**src/rtl/mips_ctrl_pkg.sv**
```systemverilog
// Shared definitions for the multicycle MIPS controller: opcodes, ALU decoder
// interface codes, FSM states and the control-vector layout.
package mips_ctrl_pkg;

  localparam int OPW  = 6;
  localparam int AOPW = 3;

  localparam logic [OPW-1:0] OP_RTYPE = 6'b000000;
  localparam logic [OPW-1:0] OP_LW    = 6'b100011;
  localparam logic [OPW-1:0] OP_SW    = 6'b101011;
  localparam logic [OPW-1:0] OP_BEQ   = 6'b000100;
  localparam logic [OPW-1:0] OP_BNE   = 6'b000101;
  localparam logic [OPW-1:0] OP_J     = 6'b000010;
  localparam logic [OPW-1:0] OP_ADDI  = 6'b001000;
  localparam logic [OPW-1:0] OP_ANDI  = 6'b001100;
  localparam logic [OPW-1:0] OP_ORI   = 6'b001101;
  localparam logic [OPW-1:0] OP_SLTI  = 6'b001010;
  localparam logic [OPW-1:0] OP_DADDI = 6'b011000;

  localparam logic [AOPW-1:0] ALU_ADD   = 3'b000;
  localparam logic [AOPW-1:0] ALU_SUB   = 3'b001;
  localparam logic [AOPW-1:0] ALU_RTYPE = 3'b010;
  localparam logic [AOPW-1:0] ALU_AND   = 3'b011;
  localparam logic [AOPW-1:0] ALU_OR    = 3'b100;
  localparam logic [AOPW-1:0] ALU_SLT   = 3'b101;
  localparam logic [AOPW-1:0] ALU_DADD  = 3'b110;

  localparam logic [1:0] SRCB_B     = 2'b00;
  localparam logic [1:0] SRCB_FOUR  = 2'b01;
  localparam logic [1:0] SRCB_IMM   = 2'b10;
  localparam logic [1:0] SRCB_IMMSH = 2'b11;

  localparam logic [1:0] PC_ALU    = 2'b00;
  localparam logic [1:0] PC_ALUOUT = 2'b01;
  localparam logic [1:0] PC_JUMP   = 2'b10;

  typedef enum logic [3:0] {
    S_FETCH, S_DECODE, S_MEMADR, S_MEMRD, S_MEMWB, S_MEMWR, S_RTYPEEX,
    S_RTYPEWB, S_BEQEX, S_BNEEX, S_IMMEX, S_IMMWB, S_JEX
  } state_t;

  typedef struct packed {
    logic            pcwrite;
    logic            branch;
    logic            branchne;
    logic            iord;
    logic            memwrite;
    logic            irwrite;
    logic            regdst;
    logic            memtoreg;
    logic            regwrite;
    logic            alusrca;
    logic [1:0]      alusrcb;
    logic            zeroext;
    logic [1:0]      pcsrc;
    logic [AOPW-1:0] aluop;
    logic            illegal_op;
  } ctrl_t;

  function automatic logic is_supported(input logic [OPW-1:0] op);
    case (op)
      OP_RTYPE, OP_LW, OP_SW, OP_BEQ, OP_BNE, OP_J,
      OP_ADDI, OP_ANDI, OP_ORI, OP_SLTI, OP_DADDI: is_supported = 1'b1;
      default:                                     is_supported = 1'b0;
    endcase
  endfunction

  function automatic logic [AOPW-1:0] imm_aluop(input logic [OPW-1:0] op);
    case (op)
      OP_ANDI:  imm_aluop = ALU_AND;
      OP_ORI:   imm_aluop = ALU_OR;
      OP_SLTI:  imm_aluop = ALU_SLT;
      OP_DADDI: imm_aluop = ALU_DADD;
      default:  imm_aluop = ALU_ADD;
    endcase
  endfunction

endpackage

```
**src/rtl/maindec_outdec.sv**
```systemverilog
// Combinational state-to-control-vector decode for the main controller.
// FETCH strobes are emitted raw; the FSM gates them with memready.
module maindec_outdec
  import mips_ctrl_pkg::*;
(
  input  state_t         state,
  input  logic [OPW-1:0] op,
  output ctrl_t          ctrl
);

  always_comb begin
    ctrl = '0;
    case (state)
      S_FETCH: begin
        ctrl.alusrcb = SRCB_FOUR;
        ctrl.aluop   = ALU_ADD;
        ctrl.pcsrc   = PC_ALU;
        ctrl.irwrite = 1'b1;
        ctrl.pcwrite = 1'b1;
      end
      S_DECODE: begin
        ctrl.alusrcb    = SRCB_IMMSH;
        ctrl.aluop      = ALU_ADD;
        ctrl.illegal_op = ~is_supported(op);
      end
      S_MEMADR: begin
        ctrl.alusrca = 1'b1;
        ctrl.alusrcb = SRCB_IMM;
        ctrl.aluop   = ALU_ADD;
      end
      S_MEMRD: ctrl.iord = 1'b1;
      S_MEMWB: begin
        ctrl.memtoreg = 1'b1;
        ctrl.regwrite = 1'b1;
      end
      S_MEMWR: begin
        ctrl.iord     = 1'b1;
        ctrl.memwrite = 1'b1;
      end
      S_RTYPEEX: begin
        ctrl.alusrca = 1'b1;
        ctrl.alusrcb = SRCB_B;
        ctrl.aluop   = ALU_RTYPE;
      end
      S_RTYPEWB: begin
        ctrl.regdst   = 1'b1;
        ctrl.regwrite = 1'b1;
      end
      S_BEQEX, S_BNEEX: begin
        ctrl.alusrca  = 1'b1;
        ctrl.alusrcb  = SRCB_B;
        ctrl.aluop    = ALU_SUB;
        ctrl.pcsrc    = PC_ALUOUT;
        ctrl.branch   = (state == S_BEQEX);
        ctrl.branchne = (state == S_BNEEX);
      end
      S_IMMEX: begin
        ctrl.alusrca = 1'b1;
        ctrl.alusrcb = SRCB_IMM;
        ctrl.aluop   = imm_aluop(op);
        ctrl.zeroext = (op == OP_ANDI) || (op == OP_ORI);
      end
      S_IMMWB: ctrl.regwrite = 1'b1;
      S_JEX: begin
        ctrl.pcsrc   = PC_JUMP;
        ctrl.pcwrite = 1'b1;
      end
      default: ctrl = '0;
    endcase
  end

endmodule

```
**src/rtl/maindec_fsm.sv**
```systemverilog
// Multicycle MIPS main controller: state register, opcode-driven sequencing,
// memready handshake and reset masking of the write/strobe outputs.
module maindec_fsm
  import mips_ctrl_pkg::*;
(
  input  logic            clk,
  input  logic            reset,
  input  logic [OPW-1:0]  op,
  input  logic            memready,
  output logic            pcwrite,
  output logic            branch,
  output logic            branchne,
  output logic            iord,
  output logic            memwrite,
  output logic            irwrite,
  output logic            regdst,
  output logic            memtoreg,
  output logic            regwrite,
  output logic            alusrca,
  output logic [1:0]      alusrcb,
  output logic            zeroext,
  output logic [1:0]      pcsrc,
  output logic [AOPW-1:0] aluop,
  output logic            illegal_op
);

  state_t state;
  state_t dec_state;
  ctrl_t  ctrl;
  logic   gate;
  logic   run;

  // During reset the datapath already sees FETCH selects, but no strobe fires.
  assign dec_state = reset ? S_FETCH : state;
  assign run       = ~reset;
  assign gate      = (dec_state == S_FETCH) ? memready : 1'b1;

  maindec_outdec u_outdec (
    .state (dec_state),
    .op    (op),
    .ctrl  (ctrl)
  );

  assign pcwrite    = run & gate & ctrl.pcwrite;
  assign irwrite    = run & gate & ctrl.irwrite;
  assign branch     = run & ctrl.branch;
  assign branchne   = run & ctrl.branchne;
  assign memwrite   = run & ctrl.memwrite;
  assign regwrite   = run & ctrl.regwrite;
  assign illegal_op = run & ctrl.illegal_op;
  assign iord       = ctrl.iord;
  assign regdst     = ctrl.regdst;
  assign memtoreg   = ctrl.memtoreg;
  assign alusrca    = ctrl.alusrca;
  assign alusrcb    = ctrl.alusrcb;
  assign zeroext    = ctrl.zeroext;
  assign pcsrc      = ctrl.pcsrc;
  assign aluop      = ctrl.aluop;

  always_ff @(posedge clk) begin
    if (reset) begin
      state <= S_FETCH;
    end else begin
      case (state)
        S_FETCH:   state <= memready ? S_DECODE : S_FETCH;
        S_DECODE: begin
          case (op)
            OP_LW, OP_SW: state <= S_MEMADR;
            OP_RTYPE:     state <= S_RTYPEEX;
            OP_BEQ:       state <= S_BEQEX;
            OP_BNE:       state <= S_BNEEX;
            OP_J:         state <= S_JEX;
            OP_ADDI, OP_ANDI, OP_ORI, OP_SLTI, OP_DADDI: state <= S_IMMEX;
            default:      state <= S_FETCH;
          endcase
        end
        S_MEMADR:  state <= (op == OP_LW) ? S_MEMRD : S_MEMWR;
        S_MEMRD:   state <= memready ? S_MEMWB : S_MEMRD;
        S_MEMWB:   state <= S_FETCH;
        S_MEMWR:   state <= memready ? S_FETCH : S_MEMWR;
        S_RTYPEEX: state <= S_RTYPEWB;
        S_RTYPEWB: state <= S_FETCH;
        S_BEQEX:   state <= S_FETCH;
        S_BNEEX:   state <= S_FETCH;
        S_IMMEX:   state <= S_IMMWB;
        S_IMMWB:   state <= S_FETCH;
        S_JEX:     state <= S_FETCH;
        default:   state <= S_FETCH;
      endcase
    end
  end

endmodule

```
**config.mk**
```make
export PLATFORM = sky130hd
export DESIGN_NAME = maindec_fsm
export DESIGN_NICKNAME = d
export VERILOG_FILES = /design/src/rtl/mips_ctrl_pkg.sv /design/src/rtl/maindec_outdec.sv /design/src/rtl/maindec_fsm.sv
export SDC_FILE = /design/constraint.sdc
export NUM_CORES = 1
export LEC_CHECK = 0
export CAP_MARGIN = 25
export CORE_UTILIZATION = 44
export CTS_CLUSTER_DIAMETER = 60
export CTS_CLUSTER_SIZE = 12
export DETAILED_ROUTE_END_ITERATION = 10
export PLACE_DENSITY = 0.9
export SLEW_MARGIN = 10
export SYNTH_ARGS = -nofsm -noshare
export SYNTH_HDL_FRONTEND = slang
export SYNTH_HIERARCHICAL = 1
export SYNTH_SLANG_ARGS = --single-unit
```
**constraint.sdc**
```tcl
create_clock -name clk -period 2.6 [get_ports clk]
set_input_delay 0.39 -clock clk [delete_from_list [all_inputs] [get_ports clk]]
set_output_delay 0.39 -clock clk [all_outputs]
set_load 0.05 [all_outputs]
```
==> flow_summary.ini <==
[outcome]
status = completed

[synth]
ys_seq_area_share_pct = 10.2
async_flop_share_pct = 0
synth_top_family_by_area = simple AND/OR/NAND/NOR gates
synth_seq_cells = 4
synth_top_cells_by_count = 14 x nor2b_1, 12 x nor2_1, 8 x o21ai_0
yosys.area.top_type_share_pct = 11.2
yosys_warnings = 6
synth_edf_count = 0
syn_area_um2 = 783
synth.most_common_cell = nor2b_1
synth_area_leaders = nor2b_1 11%, dfxtp_1 10%, nor2_1 5.8%
yosysUniqueCellTypes = 44
synth_mux_area_share_pct = 0
synthAdderAreaFrac_pct = 0
synthCells = 114
synthSimpleGateAreaFrac_pct = 51.4
syn_nets = 123
synth_xor_area_share_pct = 1.12
avgSynthCellArea_um2 = 6.87
synth_largest_area_cell = nor2b_1
synth_compound_area_share_pct = 31.0
ys.flop_type = dfxtp_1

[critical_path]
crit_chain = nor2b_1 > buf_4 > buf_4 > nand2b_1 > buf_4 > nor2_1 > nor2b_1 > buf_4
cp_common_cell = buf_4
cp_max_fo = 14
slowest_delay_ns = 0.55
path_buf_inv = 4
slowest_stage = dfxtp_1
cp_data_required_time_ns = 2.21
crit_family = buffers and inverters
startpoint_type = register
endpoint_kind = output port
arrival_ns = 2.09
worstSetupPathType = register to output port

[clock_network]
cts_tree = yes
cts.sinks = 4
clockBufferDepth = 2
numCtsBuffers = 3
cts_max_level = 1
clock_latency_ns = 0.25
cts_root_buf = clkbuf_4
clk_pin_slew_ns = 0.04

[finish]
final_area_um2 = 1340
num-nets-final = 165
num_antenna_cells = 0
layout_top_registers = state x4
fin_util_pct = 84.7
drive_above_1_share_pct = 35.1
fin_cells = 170
largest_register_ffs = 4
syn2layout_area_growth_pct = 70.4
top_register = state

[route]
drc = 0
dr_total_vias = 1124
first_pass_iters = 4
antenna_left = 0
wire_per_inst_um = 16.8
via_per_inst = 6.61
drt_iter0_drc = 48
wl_mm = 2.86

[power_and_ir_drop]
swShare_pct = 38.0
peakVddDrop_uv = 281
cellInternalPower_mw = 0.172
clkPwrFrac_pct = 30.9
power_frac_comb_pct = 44.5
switchingPower_mw = 0.105
pwr_density_cell_nw_per_um2 = 207
leakage_nw = 0.484
seq_power_share_pct = 24.7

[placed_design]
place_area_um2 = 1310
placedCellCount = 167
place_congestion = 0.911
post-place-ws_ns = -0.150
io_buffers = 27
place_hpwl_mm = 2.05

[die]
dieArea_um2 = 1950
core.rowCount = 14
die_w_um = 44.2
pin_count = 28
start_util_pct = 49.7
die_h_um = 44.2
core_area_um2 = 1580

[job]
cap_violations = 0

[sta]
max_freq_mhz = 402
slew_viol_final = 0
finClkSkew_ns = 0.00524
fin_crit_ns = 2.48
layout_setup_ws_ns = 0.115
grt_setup_unrepaired = false
slew_headroom_pct = 74.7
hold_viol_final = 0
period_share_pct = 95.6
setup_viol = 0
worstMarginPinSlew_ns = 0.369

[grt]
grt_pass1_vias = 1037
antenna_found_initial = 0
grt_use_total_pct = 31.9
grt_start_max_net_pins = 15
grt_pass1_wl_mm = 4.68
grt-ovfl-total = 0

[worst_hold_path]
min_path_type = register to register
==> worst min-delay path, cell delays in order (launching register included) <==
cell and delay, ns:
dfxtp_1 0.37, nand4_1 0.11, a31oi_1 0.07
==> stage by stage <==
step	power [mW]	hold WS (ns)	TNS [ns]
after floorplan	0.128	0.518	-0.452
after global placement	0.182	0.576	-0.0804
after detailed placement	0.188	0.572	-0.424
after CTS	0.276	0.593	0
after global routing	0.292	0.653	0
final	0.277	0.604	0
==> layout by cell type, fill, tap and decap left out, drive strengths merged, types with 3 or more instances in the layout <==
cell and count:
nor3b 3, a2111oi 3, dfxtp 4, a21oi 7
nand2b 7, o21ai 8, o22ai 3, nand2 4
clkbuf 3, clkdlybuf4s50 7, and2 3, buf 37
nor2 12, nor2b 14, nor3 7
==> what timing repair did <==
| action | in CTS | in global routing |
|---|---|---|
| endpoints found under the setup margin | 5 | 1 |
| resized for setup | 3 | 1 |
| hold buffers | 0 | 0 |
| buffers inserted | 0 | 0 |
==> cells by family after synthesis <==
group / after synthesis
simple gates: 64
compound gates: 36
buf+inv: 9
flops: 4
xor+xnor: 1
==> routing by layer <==
metal | part of all wire [%] | wire length, um | global-route usage (%) | up-vias
met2 | 51 | 1460 | 57.9 | 68
met1 | 39 | 1100 | 36.7 | 535
met3 | 7.5 | 213 | 6.53 | 9
met4 | 2.6 | 74 | 10.9 | 0
met5 | 0 | 0 | 0 | -
li1 | - | - | - | 512
==> path summary, 6_finish.rpt <==
kind            start        to  slack (ns)  cells after the start
max          state[2]  memwrite        0.12                      8
min reg2reg  state[1]  state[1]        0.60                      2
max reg2reg  state[3]  state[0]        0.66                      5
min          state[1]  state[1]        0.60                      2
==> power by group through the flow <==
stage / Clock, mW / Sequential, mW / Combinational (mW)
after detailed placement: 0 / 0.0687 / 0.119
after global routing: 0.0927 / 0.0687 / 0.130
after floorplan: 0 / 0.0656 / 0.0628
final: 0.0855 / 0.0683 / 0.123
after global placement: 0 / 0.0682 / 0.114
after CTS: 0.0865 / 0.0679 / 0.121
==> layout make-up <==
class	count	area, um^2
repair buffers	45	532
fillers	85	241
well taps	16	20.0
inverters	1	3.75
clock buffers	3	22.5
multi-input cells	101	676
flip-flops and latches	4	81.3
Note: power is estimated with default switching activity, not from simulation.
